`src/rtl/pipe_field_if.sv`:
```
// Signal bundle between pipe_field and its game-side peer (bird logic / LED driver).
// The master drives the game inputs; pipe_field is the slave and drives field outputs.
interface pipe_field_if #(
  parameter int ROWS = 8,
  parameter int COLS = 8
);
  logic                 tick;
  logic                 start;
  logic                 died;
  logic [ROWS-1:0]      bird;
  logic                 col;
  logic [COLS*ROWS-1:0] grid;
  logic [7:0]           score;
  logic                 scored;

  modport master (
    output tick, start, died, bird,
    input  col, grid, score, scored
  );

  modport slave (
    input  tick, start, died, bird,
    output col, grid, score, scored
  );
endinterface

```
`src/rtl/pipe_field.sv`:
```
// Scrolling pipe field for the LED Flappy Bird game: shifts pipes left, detects
// collision with the bird's row vector and counts pipes passed.
module pipe_field #(
  parameter int ROWS       = 8,
  parameter int COLS       = 8,
  parameter int BIRD_COL   = 2,
  parameter int SCROLL_DIV = 8,
  parameter int GAP        = 3,
  parameter int SPACING    = 4
) (
  input logic         clk,
  input logic         reset,
  pipe_field_if.slave bus
);

  localparam int DW = (SCROLL_DIV > 1) ? $clog2(SCROLL_DIV) : 1;
  localparam int SW = $clog2(SPACING);

  typedef enum logic [1:0] {
    IDLE = 2'd0,
    PLAY = 2'd1,
    OVER = 2'd2
  } state_t;

  state_t               state_r;
  logic [COLS*ROWS-1:0] grid_r;
  logic [DW-1:0]        div_r;
  logic [SW-1:0]        space_r;
  logic [7:0]           lfsr_r;
  logic [7:0]           score_r;
  logic                 col_r;
  logic                 scored_r;

  logic [ROWS-1:0]      bird_col_s;
  logic [ROWS-1:0]      new_col_s;
  logic                 overlap_s;
  logic                 step_s;

  function automatic logic [7:0] lfsr_next(input logic [7:0] v);
    return {v[6:0], v[7] ^ v[5] ^ v[4] ^ v[3]};
  endfunction

  // Gap rows that would run off the top wrap back to start near row 0.
  function automatic logic [ROWS-1:0] pipe_col(input logic [7:0] v);
    int              r;
    int              base;
    logic [ROWS-1:0] m;
    r    = int'(v) % ROWS;
    base = (r <= ROWS - GAP) ? r : r - (ROWS - GAP + 1);
    for (int i = 0; i < ROWS; i++) begin
      m[i] = (i < base) || (i >= base + GAP);
    end
    return m;
  endfunction

  assign bird_col_s = grid_r[BIRD_COL*ROWS +: ROWS];
  assign overlap_s  = |(bus.bird & bird_col_s);
  assign step_s     = bus.tick && (div_r == DW'(SCROLL_DIV - 1));

  // Column entering at the right edge: a pipe when spacing has run out, else empty.
  always_comb begin
    new_col_s = '0;
    if (space_r == '0) begin
      new_col_s = pipe_col(lfsr_r);
    end else begin
      new_col_s = '0;
    end
  end

  // Game FSM with field, divider, spacing, LFSR and score state.
  always_ff @(posedge clk) begin
    if (reset) begin
      state_r  <= IDLE;
      grid_r   <= '0;
      div_r    <= '0;
      space_r  <= '0;
      lfsr_r   <= 8'hA5;
      score_r  <= 8'd0;
      col_r    <= 1'b0;
      scored_r <= 1'b0;
    end else begin
      col_r    <= 1'b0;
      scored_r <= 1'b0;
      case (state_r)
        IDLE: begin
          if (bus.start) begin
            state_r <= PLAY;
          end
        end
        PLAY: begin
          // Collision wins over a coincident scroll step: the field freezes as-is.
          if (overlap_s || bus.died) begin
            state_r <= OVER;
            col_r   <= overlap_s;
          end else if (step_s) begin
            div_r  <= '0;
            grid_r <= {new_col_s, grid_r[COLS*ROWS-1:ROWS]};
            if (space_r == '0) begin
              space_r <= SW'(SPACING - 1);
              lfsr_r  <= lfsr_next(lfsr_r);
            end else begin
              space_r <= space_r - SW'(1);
            end
            if ((|bird_col_s) && (score_r != 8'd255)) begin
              score_r  <= score_r + 8'd1;
              scored_r <= 1'b1;
            end
          end else if (bus.tick) begin
            div_r <= div_r + DW'(1);
          end
        end
        OVER: begin
          // Restart keeps the LFSR running so a new game sees fresh gaps.
          if (bus.start) begin
            state_r <= PLAY;
            grid_r  <= '0;
            div_r   <= '0;
            space_r <= '0;
            score_r <= 8'd0;
          end
        end
        default: begin
          state_r <= IDLE;
        end
      endcase
    end
  end

  assign bus.col    = col_r;
  assign bus.grid   = grid_r;
  assign bus.score  = score_r;
  assign bus.scored = scored_r;

endmodule
```
`src/flat_wrapper.sv`:
```
// flat-port wrapper written by rule: the top's interface ports become plain ports
module pipe_field_flat 
#(
  parameter int ROWS       = 8,
  parameter int COLS       = 8,
  parameter int BIRD_COL   = 2,
  parameter int SCROLL_DIV = 8,
  parameter int GAP        = 3,
  parameter int SPACING    = 4
)
  (clk, reset, bus_tick, bus_start, bus_died, bus_bird, bus_col, bus_grid, bus_score, bus_scored);
  pipe_field_if #(.ROWS(ROWS), .COLS(COLS)) bus_i ();
  input logic clk;
  input logic reset;
  input wire logic [$bits(bus_i.tick)-1:0] bus_tick;
  input wire logic [$bits(bus_i.start)-1:0] bus_start;
  input wire logic [$bits(bus_i.died)-1:0] bus_died;
  input wire logic [$bits(bus_i.bird)-1:0] bus_bird;
  output wire logic [$bits(bus_i.col)-1:0] bus_col;
  output wire logic [$bits(bus_i.grid)-1:0] bus_grid;
  output wire logic [$bits(bus_i.score)-1:0] bus_score;
  output wire logic [$bits(bus_i.scored)-1:0] bus_scored;
  assign bus_i.tick = bus_tick;
  assign bus_i.start = bus_start;
  assign bus_i.died = bus_died;
  assign bus_i.bird = bus_bird;
  assign bus_col = bus_i.col;
  assign bus_grid = bus_i.grid;
  assign bus_score = bus_i.score;
  assign bus_scored = bus_i.scored;
  pipe_field #(.ROWS(ROWS), .COLS(COLS), .BIRD_COL(BIRD_COL), .SCROLL_DIV(SCROLL_DIV), .GAP(GAP), .SPACING(SPACING)) u_core (.clk(clk), .reset(reset), .bus(bus_i));
endmodule
```
`config.mk`:
```
export PLATFORM = sky130hd
export DESIGN_NAME = pipe_field_flat
export DESIGN_NICKNAME = d
export VERILOG_FILES = /design/src/rtl/pipe_field_if.sv /design/src/rtl/pipe_field.sv /design/src/flat_wrapper.sv
export SDC_FILE = /design/constraint.sdc
export NUM_CORES = 1
export LEC_CHECK = 0
export BUFFER_PORTS_ARGS = -buffer_cell sky130_fd_sc_hd__buf_2
export CELL_PAD_IN_SITES_DETAIL_PLACEMENT = 1
export CELL_PAD_IN_SITES_GLOBAL_PLACEMENT = 1
export CORE_MARGIN = 1.5
export CORE_UTILIZATION = 30
export CTS_CLUSTER_SIZE = 30
export DETAILED_ROUTE_END_ITERATION = 16
export MAX_ROUTING_LAYER = met4
export PLACE_DENSITY_LB_ADDON = 0.1
export SLEW_MARGIN = 20
export SYNTH_ARGS = -nofsm -noshare
export SYNTH_HDL_FRONTEND = slang
export SYNTH_SLANG_ARGS = --single-unit
```
`constraint.sdc`:
```
create_clock -name clk -period 6.9 [get_ports clk]
set_input_delay 1.38 -clock clk [delete_from_list [all_inputs] [get_ports clk]]
set_output_delay 1.38 -clock clk [all_outputs]
set_load 0.01 [all_outputs]
```
==> impl_results.md, run 1 <==
* Outcome: finished clean
* GRT Total Usage at 18.15%
* Synth Instances at 488
* Worst Setup End Kind: register
* Worst Skew at 0.007480 ns
* CTS tree: built
* Max-Cap Viols at 0
* First-pass GRT wire length at 19.79 mm
* Global route total overflow at 0
* Share of cells above drive strength 1 at 21.15%
* Slew headroom at 32.40%
* Max Clk Rate at 292.5 MHz
* Crit path required time at 7.14 ns
* Setup bufs post-CTS at 0
* Critical path's most frequent cell: ha_1
* CP max stage cell: or4_1
* Final Hold Slack at 0.4471 ns
* Routability cong. at 0.7977
* Crit path cell chain: inv_2, ha_1, a21o_1, o221ai_2, ha_1, inv_1, nand3_1, ha_1, and4b_1, nand2_1, a211oi_1, or4_1, a32o_1
* WL met1 at 5.758 mm
* Final HPWL DP at 8.350 mm
* Setup TNS at 0 ns
* Hold buffer count at cts at 0
* IO Port Bufs at 86
* Drt pass-1 iters at 4
* Core area at 0.01324 mm²
* Worst-Skew Late Latency at 0.35 ns
* DR vias/cell at 5.172
* Initial antenna violation count at 0
* Critical Path Max Stage Delay at 0.52 ns
* Largest net degree at the start of global routing at 61
* Worst path buffer plus inverter count at 2
* Syn_area_per_cell at 8.328 µm²
* Leak pwr at 1.947 nW
* RSZ-0062 raised after global routing: false
* Pwr/cell area at 220.2 mW/mm²
* Initial Util at 30.69%
* Post-cts sizing count at 0
* DR top layer: met4
* Ys flop type: dfxtp_1
* HP Class: reg -> reg
* Die Wd at 119.4 µm
* Yosys reg bits at 89
* Number of flops mapped to enable cells by yosys at 0
* WL final at 12.14 mm
* Startpoint Class: register
* Nets at 581
* Yosys top cell by area: dfxtp_1
* Io pins at 87
* Top delay family on crit path: simple AND/OR/NAND/NOR gates
* Synth area leaders: dfxtp_1 44%, nand3_1 8.5%, a21oi_1 8.3%
* Num CTS Buffers at 9
* Clock Sinks at 89
* Clock Path Buffers at 2
* Seq/Total Area, Yosys at 43.84%
* Max VDD drop at 0.0001274 V
* Htree depth at 3
* Die area at 0.01425 mm²
* Critical path fanouts, max at 7
* Vias in the first global route at 3,817
* Final critical-path share of the clock period at 49.55%
* Row count at 42
* Top-count cell post-synth: dfxtp_1
* Post-synth top area share at 43.84%
* Reg clk slew, reported paths at 0.06 ns
* Routed wl met2 at 5.670 mm
* N_diodes at 0
* Top post-synthesis cells by count: 89 x dfxtp_1, 76 x nand2_1, 69 x nand3_1
* Die height at 119.4 µm
* Final-report hold violation count at 0
* Routed length on met3 at 551 µm
* Async set or reset register ratio after synthesis at 0%
* WL per Instance at 16.54 µm
* Yosys synthesis warning count at 0
* Final setup vio count at 0
* Worst Tran Pin Value at 1.006 ns
* Syn Nets at 515
* Area grow syn2layout at 21.09%
* Vias after detailed routing at 3,796
* Yosys cell types at 58
* Worst Path Arrival at 3.66 ns
* Crit Path Class: reg -> reg
* First DRT Iteration DRCs at 274
* Root Driver: clkbuf_16
* Post-DRT Antenna Nets at 0
* Final worst path period need at 3.419 ns
* Residual DRC count at 0
* Synthesized area at 0.004064 mm²
* Pins Over Slew Limit at 0
==> final cells by class <==
cell class	count	area, µm²
repair buffers	89	452.9
multi-input cells	351	2085
fillers	1619	8322
clock inverters	4	76.32
flip-flops and latches	89	1782
inverters	14	52.55
well taps	176	220.2
clock buffers	11	252.7
==> cell usage in the layout (no fill, tap or decap), types with 2 or more instances in the layout <==
cell,synthesis,final
nand2b_1,3,3
nand3_1,69,69
o311ai_1,2,2
buf_2,13,86
or4_1,5,5
a21o_1,2,2
o211ai_1,10,10
mux2i_1,9,9
nand4_1,5,5
a21oi_1,67,67
o31ai_1,8,8
inv_1,12,12
buf_4,2,3
xnor2_1,3,3
nor2_1,13,12
a2bb2oi_1,2,2
and4_1,2,2
and2_1,3,3
bufinv_16,0,2
clkbuf_8,0,2
a31oi_1,3,3
dfxtp_1,89,89
ha_1,14,14
nor4_1,3,3
o21ai_0,6,6
nand2_1,76,76
or3_1,5,5
a22oi_2,3,3
nor2b_1,5,5
nand4b_1,2,2
clkbuf_16,0,9
nor3_1,6,6
==> power by group <==
group	switching [mW]	leakage, nW	total, mW	internal, mW
registers	0.000913	0.717	0.516	0.515
logic	0.0194	1.07	0.0260	0.00657
clock network	0.207	0.158	0.542	0.336
total	0.227	1.95	1.08	0.857
==> registers in the layout (all words and copies together), names as in the netlist <==
signal	flops
u_core.bus.col	1
u_core.bus.grid	64
u_core.bus.score	8
u_core.bus.scored	1
u_core.div_r	3
u_core.lfsr_r	8
u_core.space_r	2
u_core.state_r	2
==> worst register-to-register path: cells and delay by family, from the launching register on <==
kind / cells / cell delay (ns)
AOI/OAI and AO/OA: 4 / 0.87
adders and majority gates: 3 / 0.84
buffers and inverters: 2 / 0.20
DFF: 1 / 0.49
and+or+nand+nor: 4 / 0.90
==> kinds of logic (layout without fill, tap and decap cells) <==
| family | count (synthesis) | count (layout) | synth area share [%] |
|---|---|---|---|
| compound gates | 119 | 119 | 18.84 |
| mux | 9 | 9 | 2.217 |
| simple gates | 206 | 206 | 25.09 |
| xor+xnor | 3 | 3 | 0.6467 |
| flops | 89 | 89 | 43.84 |
| buf+inv | 48 | 118 | 5.049 |
| fa+ha+maj | 14 | 14 | 4.310 |
==> path summary, 6_finish.rpt <==
path | startpoint | end | slack (ns) | depth (start not counted)
setup / recovery | u_core.lfsr_r[1] | u_core.bus.grid[59] | 3.48 | 13
hold / removal | u_core.bus.grid[2] | u_core.bus.grid[2] | 0.45 | 2
setup reg to reg | u_core.lfsr_r[1] | u_core.bus.grid[59] | 3.48 | 13
hold reg to reg | u_core.bus.grid[2] | u_core.bus.grid[2] | 0.45 | 2
==> metal layers <==
layer  GRT usage (%)  vias up
met5               -        -
met4           5.060        0
met3           5.508       12
met2           28.76       75
met1           22.50     1826
li1                -     1883
==> through the flow <==
step	total power [mW]	area (µm²)	utilization (%)	setup WS, ns	instances
4_1_cts	1.103	4921	37.16	3.446	734
2_1_floorplan	0.5429	4064	-	3.939	488
3_3_place_gp	0.5531	4592	34.68	3.256	719
6_report	1.084	4921	37.16	3.481	734
3_5_place_dp	0.5536	4592	34.68	3.187	719
5_1_grt	1.124	4921	37.16	3.153	734
Power figures use the tool's default switching activity.
==> run 2: changes to the inputs <==
==> constraint.sdc (replaced) <==
create_clock -name clk -period 2.8 [get_ports clk]
set_input_delay 0.56 -clock clk [delete_from_list [all_inputs] [get_ports clk]]
set_output_delay 0.56 -clock clk [all_outputs]
set_load 0.01 [all_outputs]
==> run 2 against run 1 <==
Net effect:
- die area unchanged
- worst setup slack got worse by 3.4 ns
- cell count up 3.1%
- power rose by 140%
- largest power group is now registers
==> impl_results.md, run 2 (synthesized netlist as in run 1, its figures left out) <==
* Critical path fanouts, max at 5 (-2)
* Most frequent cells in the layout: 87 x dfxtp_1, 86 x buf_2, 75 x nand2_1
* Post-route cell area at 0.005180 mm² (+5.3%)
* Initial Util at 30.69% (unchanged)
* Worst Path Arrival at 2.96 ns (-0.70 ns)
* Hold buffer count at cts at 0 (unchanged)
* Io pins at 87 (unchanged)
* First DRT Iteration DRCs at 226 (-18%)
* Outcome: finished clean
* Root Driver: clkbuf_16
* CP max stage cell: or4_1
* Crit path cell chain: inv_4, ha_4, a21o_1, o221ai_4, ha_4, inv_2, nand3_2, ha_4, and4b_1, nand2_2, a211oi_2, or4_1, a32o_1
* Max-Cap Viols at 0 (unchanged)
* Clock power share at 48.0% (-2.0 points)
* Pins Over Slew Limit at 0 (unchanged)
* HP Class: reg -> reg
* Final HPWL DP at 8.526 mm (+2.1%)
* Post-DRT Antenna Nets at 0 (unchanged)
* Drt pass-1 iters at 4 (unchanged)
* Vias in the first global route at 3,841 (+0.63%)
* Sw Ratio at 22.77% (+1.8 points)
* Crit path required time at 3.05 ns (-4.09 ns)
* Max Clk Rate at 368.0 MHz (+26%)
* Min-delay src: u_core.bus.grid[5]
* Clock Sinks at 89 (unchanged)
* Share of cells above drive strength 1 at 26.85% (+5.7 points)
* Final-report hold violation count at 0 (unchanged)
* Net load switching power at 584.9 µW (+160%)
* Initial antenna violation count at 0 (unchanged)
* Slew headroom at 57.49% (+25 points)
* Reg-to-reg endpoint: u_core.bus.grid[59]
* Row count at 42 (unchanged)
* Critical Path Max Stage Delay at 0.47 ns (-0.05 ns)
* Pwr/cell area at 495.9 mW/mm² (+130%)
* FF-to-FF Start: u_core.lfsr_r[1]
* Clock Path Buffers at 2 (unchanged)
* Vias after detailed routing at 3,927 (+3.5%)
* DR vias/cell at 5.188 (+0.31%)
* Global route total overflow at 0 (unchanged)
* Worst-Skew Late Latency at 0.36 ns (about the same)
* Internal power consumption at 1.984 mW (+130%)
* Reg clk slew, reported paths at 0.06 ns (about the same)
* IO Port Bufs at 86 (unchanged)
* Core area at 0.01324 mm² (unchanged)
* Hold Path Sink: u_core.bus.grid[5]
* Fill count at 1,616 (-0.19%)
* Final worst path period need at 2.717 ns (-0.7021 ns)
* Residual DRC count at 0 (unchanged)
* Hold depth at 2 (unchanged)
* WL final at 12.61 mm (+3.9%)
* Die height at 119.4 µm (unchanged)
* Die Wd at 119.4 µm (unchanged)
* Leak pwr at 2.054 nW (+5.5%)
* Nets at 603 (+3.8%)
* Logic gate share of total power at 2.6% (+0.2 points)
* WL per Instance at 16.66 µm (+0.74%)
* Max VDD drop at 0.0002448 V (+92%)
* First-pass GRT wire length at 20.47 mm (+3.5%)
* Most common cell after layout, fill and taps aside: dfxtp_1
* Worst path buffer plus inverter count at 2 (unchanged)
* Worst Tran Pin Value at 0.6353 ns (-0.3709 ns)
* Worst reg-to-reg setup slack at 0.08 ns (-3.40 ns)
* Number of flip-flops in the largest register at 64 (unchanged)
* Routability cong. at 0.8132 (+1.9%)
* Worst Setup End Kind: register
* Placed cell areas at 0.004771 mm² (+3.9%)
* Final setup vio count at 0 (unchanged)
* Num CTS Buffers at 9 (unchanged)
* Final critical-path share of the clock period at 97.04% (+47 points)
* Critical path's most frequent cell: ha_4
* Worst Skew at 0.01047 ns (+0.002992 ns)
* Htree depth at 3 (unchanged)
* Flop pwr share at 49.4% (+1.8 points)
* Startpoint Class: register
* Largest net degree at the start of global routing at 59 (-3.3%)
* N_diodes at 0 (unchanged)
* Area grow syn2layout at 27.46%
* GRT Total Usage at 18.56% (+0.41 points)
* Total power draw at 2.569 mW (+140%)
* CTS tree: built
* Worst Reg-to-Reg Cells at 13 (unchanged)
* Die area at 0.01425 mm² (unchanged)
* Top delay family on crit path: simple AND/OR/NAND/NOR gates
* Crit Path Class: reg -> reg
[run 2: cell types whose count changed in the layout (fill, tap and decap cells not counted), moves of 2 or more]
cell,previous run,this run
clkbuf_1,0,2
buf_4,3,23
ha_4,0,4
clkbuf_8,2,0
nor2b_1,5,3
nor2b_2,0,2
dfxtp_1,89,87
ha_1,14,10
inv_1,12,10
inv_6,0,2
[run 2: final cells by class]
type	instances	area [µm²]	area share, %
inverters	14	55.05	1.063
flip-flops and latches	89	1787	34.49
multi-input cells	351	2188	42.25
repair buffers	111	634.4	12.25
clock buffers	11	232.7	4.493
clock inverters	5	62.56	1.208
well taps	176	220.2	4.251
[run 2: timing repair]
item	4_1_cts	5_1_grt
buffers inserted	0	5
gates resized for setup	1	17
pin swaps	1	2
endpoints found under the setup margin	1	8
[run 2: power by group through the flow]
stage | clock network [mW] | logic [mW] | registers [mW]
2_1_floorplan | 0 | 0.0394 | 1.30
3_3_place_gp | 0 | 0.0670 | 1.30
3_5_place_dp | 0 | 0.0674 | 1.30
4_1_cts | 1.27 | 0.0674 | 1.27
5_1_grt | 1.34 | 0.0735 | 1.27
6_report | 1.23 | 0.0662 | 1.27
[run 2: how the worst max path moves through the flow]
| stage | from | endpoint | slack [ns] | depth (start not counted) |
|---|---|---|---|---|
| final | u_core.lfsr_r[1] | u_core.bus.grid[59] | 0.08 | 13 |
| after CTS | u_core.lfsr_r[2] | u_core.bus.grid[59] | 0.002 | 11 |
| after global routing | u_core.lfsr_r[1] | u_core.bus.grid[59] | -0.02 | 12 |
| after floorplan | u_core.lfsr_r[1] | u_core.bus.grid[59] | 0.04 | 13 |
| after global placement | u_core.lfsr_r[1] | u_core.bus.grid[59] | 0.06 | 12 |
| after detailed placement | u_core.lfsr_r[1] | u_core.bus.grid[59] | -0.02 | 12 |
[run 2: metal layers]
metal	vias to the layer above	global-route usage, %	wire length (µm)
met4	0	5.506	185
met3	15	5.125	592
met1	1908	23.46	5866
met5	-	-	0
met2	79	29.08	5966
li1	1925	-	-
[run 2: worst reg2reg max path: stages (launching register included)]
cell and delay (ns):
dfxtp_4 0.39, inv_4 0.05, ha_4 0.18, a21o_1 0.21, o221ai_4 0.25, ha_4 0.18, inv_2 0.04, nand3_2 0.07
ha_4 0.20, and4b_1 0.22, nand2_2 0.08, a211oi_2 0.06, or4_1 0.47, a32o_1 0.22
[run 2: through the flow]
stage	cells	setup TNS (ns)	utilization, %	worst slack, ns	hold WS [ns]
after floorplan	488	0	-	0.03821	0.4356
after detailed placement	736	-0.01512	36.03	-0.01512	0.4448
final	757	0	39.12	0.08289	0.4499
after CTS	752	0	38.27	0.002043	0.4537
after global placement	736	0	36.03	0.05682	0.4371
after global routing	757	-0.01894	39.12	-0.01894	0.4670
